<file path="src/rtl/branch_resolve_predict_if.sv">
// Pipeline-facing signal bundle for the branch unit: IF lookup, EX resolve inputs,
// registered EX/MEM outcome and statistics.
interface branch_resolve_predict_if #(
    parameter int PC_WIDTH   = 32,
    parameter int STAT_WIDTH = 16
);
    logic [PC_WIDTH-1:0]   if_pc;
    logic                  predict_taken;
    logic                  ex_valid;
    logic [2:0]            ex_signal;
    logic                  ex_eq;
    logic                  ex_lt;
    logic                  ex_ltu;
    logic [PC_WIDTH-1:0]   ex_pc;
    logic                  ex_pred_taken;
    logic                  stall;
    logic                  branch_taken;
    logic                  mispredict;
    logic                  res_valid;
    logic [STAT_WIDTH-1:0] stat_branches;
    logic [STAT_WIDTH-1:0] stat_mispred;

    modport master (
        output if_pc, ex_valid, ex_signal, ex_eq, ex_lt, ex_ltu, ex_pc, ex_pred_taken, stall,
        input  predict_taken, branch_taken, mispredict, res_valid, stat_branches, stat_mispred
    );

    modport slave (
        input  if_pc, ex_valid, ex_signal, ex_eq, ex_lt, ex_ltu, ex_pc, ex_pred_taken, stall,
        output predict_taken, branch_taken, mispredict, res_valid, stat_branches, stat_mispred
    );
endinterface

</file>
<file path="src/rtl/branch_resolve_predict.sv">
// Branch resolution in EX plus a saturating-counter direction predictor for IF,
// with registered outcome/mispredict flags and saturating statistics.
module branch_resolve_predict #(
    parameter int ENTRIES    = 16,
    parameter int CNT_BITS   = 2,
    parameter int PC_WIDTH   = 32,
    parameter int STAT_WIDTH = 16
) (
    input logic                     clk,
    input logic                     reset,
    branch_resolve_predict_if.slave bus
);
    localparam int IDX = $clog2(ENTRIES);
    localparam logic [CNT_BITS-1:0]   CNT_INIT = CNT_BITS'((1 << (CNT_BITS - 1)) - 1);
    localparam logic [CNT_BITS-1:0]   CNT_MAX  = '1;
    localparam logic [STAT_WIDTH-1:0] STAT_MAX = '1;

    logic [CNT_BITS-1:0]   table_q [ENTRIES];
    logic [IDX-1:0]        lookup_idx;
    logic [IDX-1:0]        update_idx;
    logic                  is_branch;
    logic                  taken;
    logic                  mis;
    logic                  res_valid_q;
    logic                  branch_taken_q;
    logic                  mispredict_q;
    logic [STAT_WIDTH-1:0] stat_branches_q;
    logic [STAT_WIDTH-1:0] stat_mispred_q;
    logic                  unused_pc_bits;

    assign lookup_idx = bus.if_pc[IDX+1:2];
    assign update_idx = bus.ex_pc[IDX+1:2];
    assign unused_pc_bits = ^{bus.if_pc[PC_WIDTH-1:IDX+2], bus.if_pc[1:0],
                              bus.ex_pc[PC_WIDTH-1:IDX+2], bus.ex_pc[1:0]};

    // Lookup sees the pre-edge table; no bypass from a same-cycle update.
    assign bus.predict_taken = table_q[lookup_idx][CNT_BITS-1];

    always_comb begin
        is_branch = 1'b0;
        taken     = 1'b0;
        case (bus.ex_signal)
            3'd1: begin is_branch = 1'b1; taken =  bus.ex_eq;  end
            3'd2: begin is_branch = 1'b1; taken = !bus.ex_eq;  end
            3'd3: begin is_branch = 1'b1; taken =  bus.ex_lt;  end
            3'd4: begin is_branch = 1'b1; taken = !bus.ex_lt;  end
            3'd5: begin is_branch = 1'b1; taken =  bus.ex_ltu; end
            3'd6: begin is_branch = 1'b1; taken = !bus.ex_ltu; end
            default: begin is_branch = 1'b0; taken = 1'b0; end
        endcase
        is_branch = is_branch & bus.ex_valid;
        mis       = is_branch & (taken ^ bus.ex_pred_taken);
    end

    always_ff @(posedge clk or negedge reset) begin
        if (!reset) begin
            for (int i = 0; i < ENTRIES; i++) begin
                table_q[i] <= CNT_INIT;
            end
        end else if (!bus.stall && is_branch) begin
            if (taken && table_q[update_idx] != CNT_MAX) begin
                table_q[update_idx] <= table_q[update_idx] + 1'b1;
            end else if (!taken && table_q[update_idx] != '0) begin
                table_q[update_idx] <= table_q[update_idx] - 1'b1;
            end
        end
    end

    always_ff @(posedge clk or negedge reset) begin
        if (!reset) begin
            res_valid_q    <= 1'b0;
            branch_taken_q <= 1'b0;
            mispredict_q   <= 1'b0;
        end else if (!bus.stall) begin
            res_valid_q    <= is_branch;
            branch_taken_q <= is_branch & taken;
            mispredict_q   <= mis;
        end
    end

    // Statistics stick at all-ones rather than wrapping.
    always_ff @(posedge clk or negedge reset) begin
        if (!reset) begin
            stat_branches_q <= '0;
            stat_mispred_q  <= '0;
        end else if (!bus.stall && is_branch) begin
            if (stat_branches_q != STAT_MAX) begin
                stat_branches_q <= stat_branches_q + 1'b1;
            end
            if (mis && stat_mispred_q != STAT_MAX) begin
                stat_mispred_q <= stat_mispred_q + 1'b1;
            end
        end
    end

    assign bus.res_valid     = res_valid_q;
    assign bus.branch_taken  = branch_taken_q;
    assign bus.mispredict    = mispredict_q;
    assign bus.stat_branches = stat_branches_q;
    assign bus.stat_mispred  = stat_mispred_q;
endmodule

</file>
<file path="src/flat_wrapper.sv">
// flat-port wrapper written by rule: the top's interface ports become plain ports
module branch_resolve_predict_flat 
#(
    parameter int ENTRIES    = 16,
    parameter int CNT_BITS   = 2,
    parameter int PC_WIDTH   = 32,
    parameter int STAT_WIDTH = 16
)
  (clk, reset, bus_if_pc, bus_ex_valid, bus_ex_signal, bus_ex_eq, bus_ex_lt, bus_ex_ltu, bus_ex_pc, bus_ex_pred_taken, bus_stall, bus_predict_taken, bus_branch_taken, bus_mispredict, bus_res_valid, bus_stat_branches, bus_stat_mispred);
  branch_resolve_predict_if #(.PC_WIDTH(PC_WIDTH), .STAT_WIDTH(STAT_WIDTH)) bus_i ();
  input logic clk;
  input logic reset;
  input wire logic [$bits(bus_i.if_pc)-1:0] bus_if_pc;
  input wire logic [$bits(bus_i.ex_valid)-1:0] bus_ex_valid;
  input wire logic [$bits(bus_i.ex_signal)-1:0] bus_ex_signal;
  input wire logic [$bits(bus_i.ex_eq)-1:0] bus_ex_eq;
  input wire logic [$bits(bus_i.ex_lt)-1:0] bus_ex_lt;
  input wire logic [$bits(bus_i.ex_ltu)-1:0] bus_ex_ltu;
  input wire logic [$bits(bus_i.ex_pc)-1:0] bus_ex_pc;
  input wire logic [$bits(bus_i.ex_pred_taken)-1:0] bus_ex_pred_taken;
  input wire logic [$bits(bus_i.stall)-1:0] bus_stall;
  output wire logic [$bits(bus_i.predict_taken)-1:0] bus_predict_taken;
  output wire logic [$bits(bus_i.branch_taken)-1:0] bus_branch_taken;
  output wire logic [$bits(bus_i.mispredict)-1:0] bus_mispredict;
  output wire logic [$bits(bus_i.res_valid)-1:0] bus_res_valid;
  output wire logic [$bits(bus_i.stat_branches)-1:0] bus_stat_branches;
  output wire logic [$bits(bus_i.stat_mispred)-1:0] bus_stat_mispred;
  assign bus_i.if_pc = bus_if_pc;
  assign bus_i.ex_valid = bus_ex_valid;
  assign bus_i.ex_signal = bus_ex_signal;
  assign bus_i.ex_eq = bus_ex_eq;
  assign bus_i.ex_lt = bus_ex_lt;
  assign bus_i.ex_ltu = bus_ex_ltu;
  assign bus_i.ex_pc = bus_ex_pc;
  assign bus_i.ex_pred_taken = bus_ex_pred_taken;
  assign bus_i.stall = bus_stall;
  assign bus_predict_taken = bus_i.predict_taken;
  assign bus_branch_taken = bus_i.branch_taken;
  assign bus_mispredict = bus_i.mispredict;
  assign bus_res_valid = bus_i.res_valid;
  assign bus_stat_branches = bus_i.stat_branches;
  assign bus_stat_mispred = bus_i.stat_mispred;
  branch_resolve_predict #(.ENTRIES(ENTRIES), .CNT_BITS(CNT_BITS), .PC_WIDTH(PC_WIDTH), .STAT_WIDTH(STAT_WIDTH)) u_core (.clk(clk), .reset(reset), .bus(bus_i));
endmodule
</file>
<file path="config.mk">
export PLATFORM = sky130hd
export DESIGN_NAME = branch_resolve_predict_flat
export DESIGN_NICKNAME = d
export VERILOG_FILES = /design/src/rtl/branch_resolve_predict_if.sv /design/src/rtl/branch_resolve_predict.sv /design/src/flat_wrapper.sv
export SDC_FILE = /design/constraint.sdc
export NUM_CORES = 1
export LEC_CHECK = 0
export ABC_AREA = 1
export CAP_MARGIN = 25
export CORE_MARGIN = 4
export CORE_UTILIZATION = 45
export DETAILED_ROUTE_END_ITERATION = 12
export PLACE_DENSITY = 0.74
export SYNTH_ARGS = -nofsm -noshare
export SYNTH_HDL_FRONTEND = slang
export SYNTH_SLANG_ARGS = --single-unit
</file>
<file path="constraint.sdc">
create_clock -name clk -period 3.03 [get_ports clk]
set_clock_uncertainty 0.1 [all_clocks]
set_input_delay 0.7575 -clock clk [delete_from_list [all_inputs] [get_ports clk]]
set_output_delay 0.7575 -clock clk [all_outputs]
set_load 0.005 [all_outputs]
</file>
==> results of run 1 <==
routing by layer:
metal / track usage [%] / share of wire, % / up-vias
li1: - / - / 2115
met1: 27.9 / 46 / 1946
met2: 33.6 / 46 / 132
met3: 4.74 / 5.5 / 24
met4: 7.77 / 2.2 / 0
met5: 0 / 0 / -
synth_stat cells, types with 3 or more instances:
library cell | instances | share of area [%]
a21oi_1 | 6 | 0.69
buf_2 | 3 | 0.35
buf_4 | 5 | 0.87
buf_6 | 7 | 1.8
dfrtp_1 | 51 | 29
dfstp_2 | 16 | 9.7
ha_1 | 4 | 1.2
inv_1 | 72 | 6.2
nand2_1 | 215 | 19
nand2_2 | 3 | 0.43
nand3_1 | 87 | 10
nand3_2 | 4 | 0.92
nand4_1 | 6 | 0.87
nor2_1 | 57 | 4.9
nor3_1 | 11 | 1.3
o211ai_1 | 4 | 0.69
o21ai_0 | 24 | 2.8
xnor2_1 | 8 | 1.6
xor2_1 | 20 | 4.0
worst register-to-register path, cell delays in order, from the launching register on:
cell     delay (ns)
dfrtp_1        0.43
nand2_1        0.08
o21ai_0        0.06
o21ai_0        0.21
nand4_1        0.24
ha_1           0.39
inv_1          0.10
buf_4          0.15
nor2_1         0.09
nand3_1        0.08
nand2_1        0.07
nand3_1        0.08
nand2_1        0.07
power by group through the flow:
| stage | Clock, uW | Combinational, uW | Sequential, uW |
|---|---|---|---|
| after floorplan | 0 | 388 | 1170 |
| after global placement | 0 | 703 | 1190 |
| after detailed placement | 0 | 720 | 1190 |
| after CTS | 956 | 724 | 1180 |
| after global routing | 997 | 814 | 1200 |
| final | 940 | 719 | 1180 |
cells in the final DEF (no fill, tap or decap), drive strengths merged:
cell type      synthesis  routed
bufinv                 0       3
a21oi                  7       7
dfstp                 16      16
a22o                   1       1
buf                   15      32
clkinv                 0       1
nand4                  7       7
clkinvlp               0       1
dlygate4sd2            0       1
inv                   74      75
o211ai                 4       4
dlymetal6s2s           0       1
dfrtp                 51      51
clkdlybuf4s50          0      50
nor2                  59      59
nand2                220     220
or2                    1       1
ha                     4       4
o21ai                 26      26
nand3                 91      91
clkbuf                 2      11
xnor2                  8       8
xor2                  20      20
nor3                  12      12
o21bai                 1       1
metrics by stage:
stage,setup TNS (ns),cells,util (%)
after floorplan,0,619,-
after global placement,-12.02,816,55.5
after detailed placement,-12.82,816,55.5
after CTS,0,832,58.2
after global routing,0,832,58.2
final,0,832,58.2
what timing repair did:
| action | 4_1_cts | 5_1_grt |
|---|---|---|
| endpoints found under the hold margin | 0 | 0 |
| setup endpoints to repair | 33 | 33 |
| gates cloned | 0 | 0 |
| resized for setup | 2 | 6 |
cell type report:
cell class / count / area [um2]
clock inverter: 6 / 111
timing repair buffer: 85 / 818
inverter: 74 / 278
multi-input combinational: 461 / 2230
clock buffer: 10 / 138
sequential: 67 / 1700
tap: 129 / 161
fill: 870 / 3890
worst min-delay path by stage:
stage	depth (start not counted)	slack [ns]	to
floorplan	2	0.35	flop
detailed placement	2	0.36	flop
global placement	2	0.36	flop
global route	1	0.36	u_core.table_q[21]
finish	1	0.32	u_core.table_q[5]
CTS	1	0.33	u_core.table_q[21]
kinds of logic after synthesis:
family / Yosys count
buffers and inverters: 91
adders and majority gates: 4
and+or+nand+nor: 390
DFF: 67
AOI/OAI and AO/OA: 39
xor gates and xnor gates: 28
==> metrics.md, run 1 <==
| Metric | Value |
|---|---|
| PortBufs | `54` |
| CP max stage delay | `0.57 ns` |
| Detailed Routing Iterations Pass 1 | `5` |
| Post-Synth XOR/XNOR Area | `approximately 5.7%` |
| Die width | `106 um` |
| Hold slack | `0.322 ns` |
| Count of final setup violators | `0` |
| Endpoint class of the critical path | `output pin` |
| Critical Path RT | `between 2 and 2.5 ns` |
| CP delay by family, top | `buffers and inverters` |
| Avg Inst Size Synth | `7.01 um2` |
| Crit path time final | `2.95 ns` |
| Routed wire length | `11200 um` |
| Max-cap violations | `0` |
| Worst-Margin Slew | `0.630 ns` |
| Number of global-route vias before repair | `between 4k and 5k` |
| Synthesized Nets | `about 700` |
| # H-tree levels | `3` |
| Psw | `878 uW` |
| Share of layout cells above drive strength 1 | `11.8%` |
| RR Startpoint | `u_core.table_q[11]` |
| Residual DRC | `0` |
| Layout net count | `777` |
| Total power | `roughly 2800 uW` |
| Cell breakdown of the critical path | `clkdlybuf4s50_1 -> a21oi_1 -> o21ai_0 -> nand3_1 -> nand2_1 -> o21ai_1 -> dlygate4sd2_1` |
| Worst-path maximum fanout | `8` |
| Num CTS Buffers | `9` |
| Peak VDD IR | `0.000315 V` |
| Asr flop ratio synth | `100%` |
| Clock power frac | `between 30 and 40%` |
| Num rows | `35` |
| Crit path DAT | `2.09 ns` |
| Sequential area share after synthesis | `about two fifths` |
| Post-synthesis adder-cell area fraction | `between 1 and 1.5%` |
| Top Ports | `111` |
| Area growth, synth to finish | `25.2%` |
| Number of synthesized flops with an enable pin | `0` |
| Cells after Synth | `~620` |
| First-pass GRT wire length | `19300 um` |
| Synthesis-stage register bit count | `67` |
| Most used DFF post-synth | `dfrtp_1` |
| Full die area | `11300 um2` |
| Count of final hold-check violations | `0` |
| Crit path launch type | `primary input` |
| Compound-cell area share of the yosys netlist | `under 10%` |
| Largest family of logic cells by synthesized area | `simple AND/OR/NAND/NOR gates` |
| Simple-gate area share of the yosys netlist | `between 30% and 40%` |
| Slew Limit Headroom | `58.0%` |
| Worst skew pair latency | `0.35 ns` |
| TritonCTS clock tree | `yes` |
| Initial core utilization | `46.5%` |
| Synth cell types | `31` |
| Clock sink count | `67` |
| R2R cell count | `12` |
| Worst min-delay path class | `primary input to async pin` |
| F_max | `339 MHz` |
| Stages on the worst setup path | `7` |
| Combinational Power Share | `approximately a quarter` |
| Leak | `0.00265 uW` |
| Slowest CP cell | `clkdlybuf4s50_1` |
| R2R Setup Slk | `between 0.8 and 0.9 ns` |
| CP Launch Point | `bus_if_pc[3]` |
| Vias/cell | `5.07` |
| Crit path to | `bus_predict_taken` |
| Final Instance Area | `5430 um2` |
| Setup Fix Bufs, Post-CTS | `0` |
| Seq pwr share | `41.6%` |
| Post-route ant nets | `0` |
| Outcome | `finished clean` |
| Ys Warns | `0` |
| Pwr Density | `approximately 520 nW/um2` |
| Capturing point of the worst reg2reg path | `u_core.table_q[15]` |
| Pins Over Slew Limit | `0` |
| GP Congestion | `0.916` |
| Starting DRT DRC Count | `231` |
| Total grt overflow | `0` |
| Final worst-path cycle share | `between 90% and 100%` |
| Switching Share | `30.9%` |
| Core box area | `9330 um2` |
| Clock root cell | `clkbuf_8` |
| Largest net degree at the start of global routing | `44` |
| CTS Buffer Depth | `2` |
| Post-Syn Area | `4340 um2` |
| Hpwl dp | `8100 um` |
| Bufs and invs on worst path | `2` |
| WL/cell | `13.5 um` |
| CP Class | `primary input to output pin` |
| Post-Place Cell Area | `5180 um2` |
| Antenna violations before repair | `0` |
| Die Y | `~110 um` |
| Dpl ws | `-0.414 ns` |
| RSZ-0062 raised after global routing | `no` |
| CTS Hold Bufs | `0` |
| Internal power | `about 2000 uW` |
| Worst Slack Setup Final | `0.0810 ns` |
| # diodes | `0` |
| Clock-pin slew on the worst setup and hold paths | `approximately 0.070 ns` |
| Multiplexer share of the synthesized area | `0%` |
| Vias | `4217` |
| Total Routing Usage GR | `about a fifth` |
No activity file was read; power rests on OpenSTA's default activity.
==> run 2: changes to the inputs <==
- GPL_TIMING_DRIVEN: unset -> 0
- RECOVER_POWER: unset -> 50
==> run 2 against run 1 <==
Against the previous run:
- the run now ends with max-capacitance violations, max-slew violations left
- sequential cell count unchanged
- worst setup slack improved by 0.072 ns
- clock-buffer cell count unchanged
- maximum frequency increased by 2.5%
- sequential power about the same
- highest routed layer unchanged
- critical path depth unchanged
- cell area decreased by 2.7%
- routed wire length increased by 0.78%
==> metrics.md, run 2 (same netlist as run 1, synthesis figures left out) <==
| Metric | Value |
|---|---|
| Most common cell after layout, fill and taps aside | `nand2_1` |
| Detailed Routing Iterations Pass 1 | `6 (+1)` |
| Num rows | `35 (unchanged)` |
| GP Congestion | `0.975 (+6.5%)` |
| Outcome | `finished, violations left` |
| Slowest CP cell | `clkdlybuf4s50_1` |
| Worst-Margin Slew | `1.67 ns (+1.04 ns)` |
| Total power | `2630 uW (-7.4%)` |
| Hold path cells | `2` |
| Worst-path maximum fanout | `16 (+8)` |
| Setup TNS Final | `0 ns (unchanged)` |
| Seq pwr share | `44.6% (+3.0 points)` |
| Worst Slack Setup Final | `0.153 ns (+0.0724 ns)` |
| TritonCTS clock tree | `yes` |
| Post-route ant nets | `0 (unchanged)` |
| Residual DRC | `0 (unchanged)` |
| CP max stage delay | `0.51 ns (-0.06 ns)` |
| Dpl ws | `-0.684 ns (-0.270 ns)` |
| Total grt overflow | `0 (unchanged)` |
| Crit path DAT | `2.02 ns (-0.07 ns)` |
| Clock root cell | `clkbuf_8` |
| Capturing point of the worst reg2reg path | `u_core.bus.stat_branches[3]` |
| Cell breakdown of the critical path | `clkbuf_2 -> a21oi_1 -> o21ai_0 -> nand3_1 -> nand2_1 -> o21ai_1 -> clkdlybuf4s50_1` |
| Combinational Power Share | `26.7% (+1.4 points)` |
| R2R cell count | `8 (-4)` |
| Starting DRT DRC Count | `322 (+39%)` |
| Endpoint class of the critical path | `output pin` |
| Count of final setup violators | `0 (unchanged)` |
| Number of global-route vias before repair | `4142 (-0.34%)` |
| Slew Limit Headroom | `-11.0% (-69 points)` |
| Routed wire length | `11300 um (+0.78%)` |
| Clock-pin slew on the worst setup and hold paths | `0.08 ns (about the same)` |
| CP Class | `primary input to output pin` |
| Clock sink count | `67 (unchanged)` |
| Largest net degree at the start of global routing | `68 (+55%)` |
| Crit path time final | `2.88 ns (-0.0724 ns)` |
| Worst min-delay path class | `flop to flop` |
| Most frequent cells in the layout | `nand2_1, nand3_1, inv_1` |
| Total Routing Usage GR | `20.7% (-0.33 points)` |
| Core box area | `9330 um2 (unchanged)` |
| Max-cap violations | `1 (+1)` |
| Die Y | `106 um (unchanged)` |
| First-pass GRT wire length | `19200 um (-0.53%)` |
| CTS Hold Bufs | `0 (unchanged)` |
| Critical Path RT | `2.17 ns (about the same)` |
| Full die area | `11300 um2 (unchanged)` |
| Hpwl dp | `7900 um (-2.4%)` |
| Failing checks | `max-capacitance violations, max-slew violations` |
| Die width | `106 um (unchanged)` |
| RSZ-0062 raised after global routing | `no` |
| Peak VDD IR | `0.000283 V (-10%)` |
| Leak | `0.00258 uW (-2.3%)` |
| # H-tree levels | `3 (unchanged)` |
| FF+latch area | `1700 um2 (unchanged)` |
| Initial core utilization | `46.5% (unchanged)` |
| Vias | `4264 (+1.1%)` |
| Clock power frac | `28.7% (-4.4 points)` |
| Top Ports | `111 (unchanged)` |
| Final worst-path cycle share | `94.9% (-2.4 points)` |
| Count of final hold-check violations | `0 (unchanged)` |
| # diodes | `0 (unchanged)` |
| Worst skew pair latency | `0.34 ns (about the same)` |
| Area growth, synth to finish | `21.8%` |
| Switching Share | `33.5% (+2.6 points)` |
| RR Startpoint | `u_core.bus.stat_branches[0]` |
| Pins Over Slew Limit | `68 (+68)` |
| R2R Setup Slk | `0.56 ns (-0.27 ns)` |
| Antenna violations before repair | `0 (unchanged)` |
| Crit path launch type | `primary input` |
| Vias/cell | `5.19 (+2.3%)` |
| Pwr Density | `497 nW/um2 (-4.8%)` |
| Psw | `881 uW (+0.31%)` |
| Area of the multi-input gates | `2250 um2 (+0.79%)` |
| PortBufs | `51 (-5.6%)` |
| CTS Buffer Depth | `2 (unchanged)` |
| Layout net count | `767 (-1.3%)` |
| Share of layout cells above drive strength 1 | `11.5% (-0.26 points)` |
| Internal power | `1750 uW (-11%)` |
| F_max | `348 MHz (+2.5%)` |
| WL/cell | `13.7 um (+2.0%)` |
| Fillers | `861 (-1.0%)` |
| Num CTS Buffers | `9 (unchanged)` |
-- run 2: cell type report --
type	instances	area share [%]
multi-input cells	461	42.5
plain buffers	16	2.63
repair buffers	59	10.7
well taps	129	3.05
clock inverters	6	1.25
clock buffers	10	2.41
flip-flops and latches	67	32.1
inverters	74	5.35
-- run 2: stage by stage --
step	cells	util [%]	hold slack, ns	area [um2]
after detailed placement	799	53.7	0.357	5010
after global placement	799	53.7	0.356	5010
after CTS	815	56.0	0.371	5230
final	822	56.7	0.369	5290
after global routing	822	56.7	0.383	5290
after floorplan	619	-	0.347	4340
-- run 2: how the worst max path moves through the flow --
stage	startpoint	endpoint
2_1_floorplan	bus_ex_pc[2]	u_core.table_q[11]
3_5_place_dp	bus_ex_pc[2]	u_core.table_q[31]
3_3_place_gp	reset	u_core.bus.stat_branches[4]
6_report	bus_if_pc[2]	bus_predict_taken
4_1_cts	bus_if_pc[2]	bus_predict_taken
5_1_grt	bus_ex_pc[3]	flop
-- run 2: per-layer routing --
metal	track usage, %	routed length (um)
met5	0	0
met4	7.59	264
met3	4.01	910
met2	33.8	5110
met1	27.4	5010
-- run 2: power by group through the flow --
stage	Clock (uW)	Combinational (uW)	Sequential, uW
floorplan	0	388	1170
finish	753	703	1170
global route	816	791	1190
CTS	774	688	1170
detailed placement	0	675	1190
global placement	0	661	1180
-- run 2: timing repair --
item,CTS,global route
cloned,0,3
setup endpoints to repair,33,32
resized for setup,11,19
setup buffers,0,5
pin swaps,0,2
-- run 2: worst max-delay path: cells and delay by family --
| family | cells | cell delay (ns) |
|---|---|---|
| AO/OA/AOI/OAI | 3 | 0.39 |
| buffers and inverters | 2 | 0.71 |
| AND/OR/NAND/NOR | 2 | 0.16 |
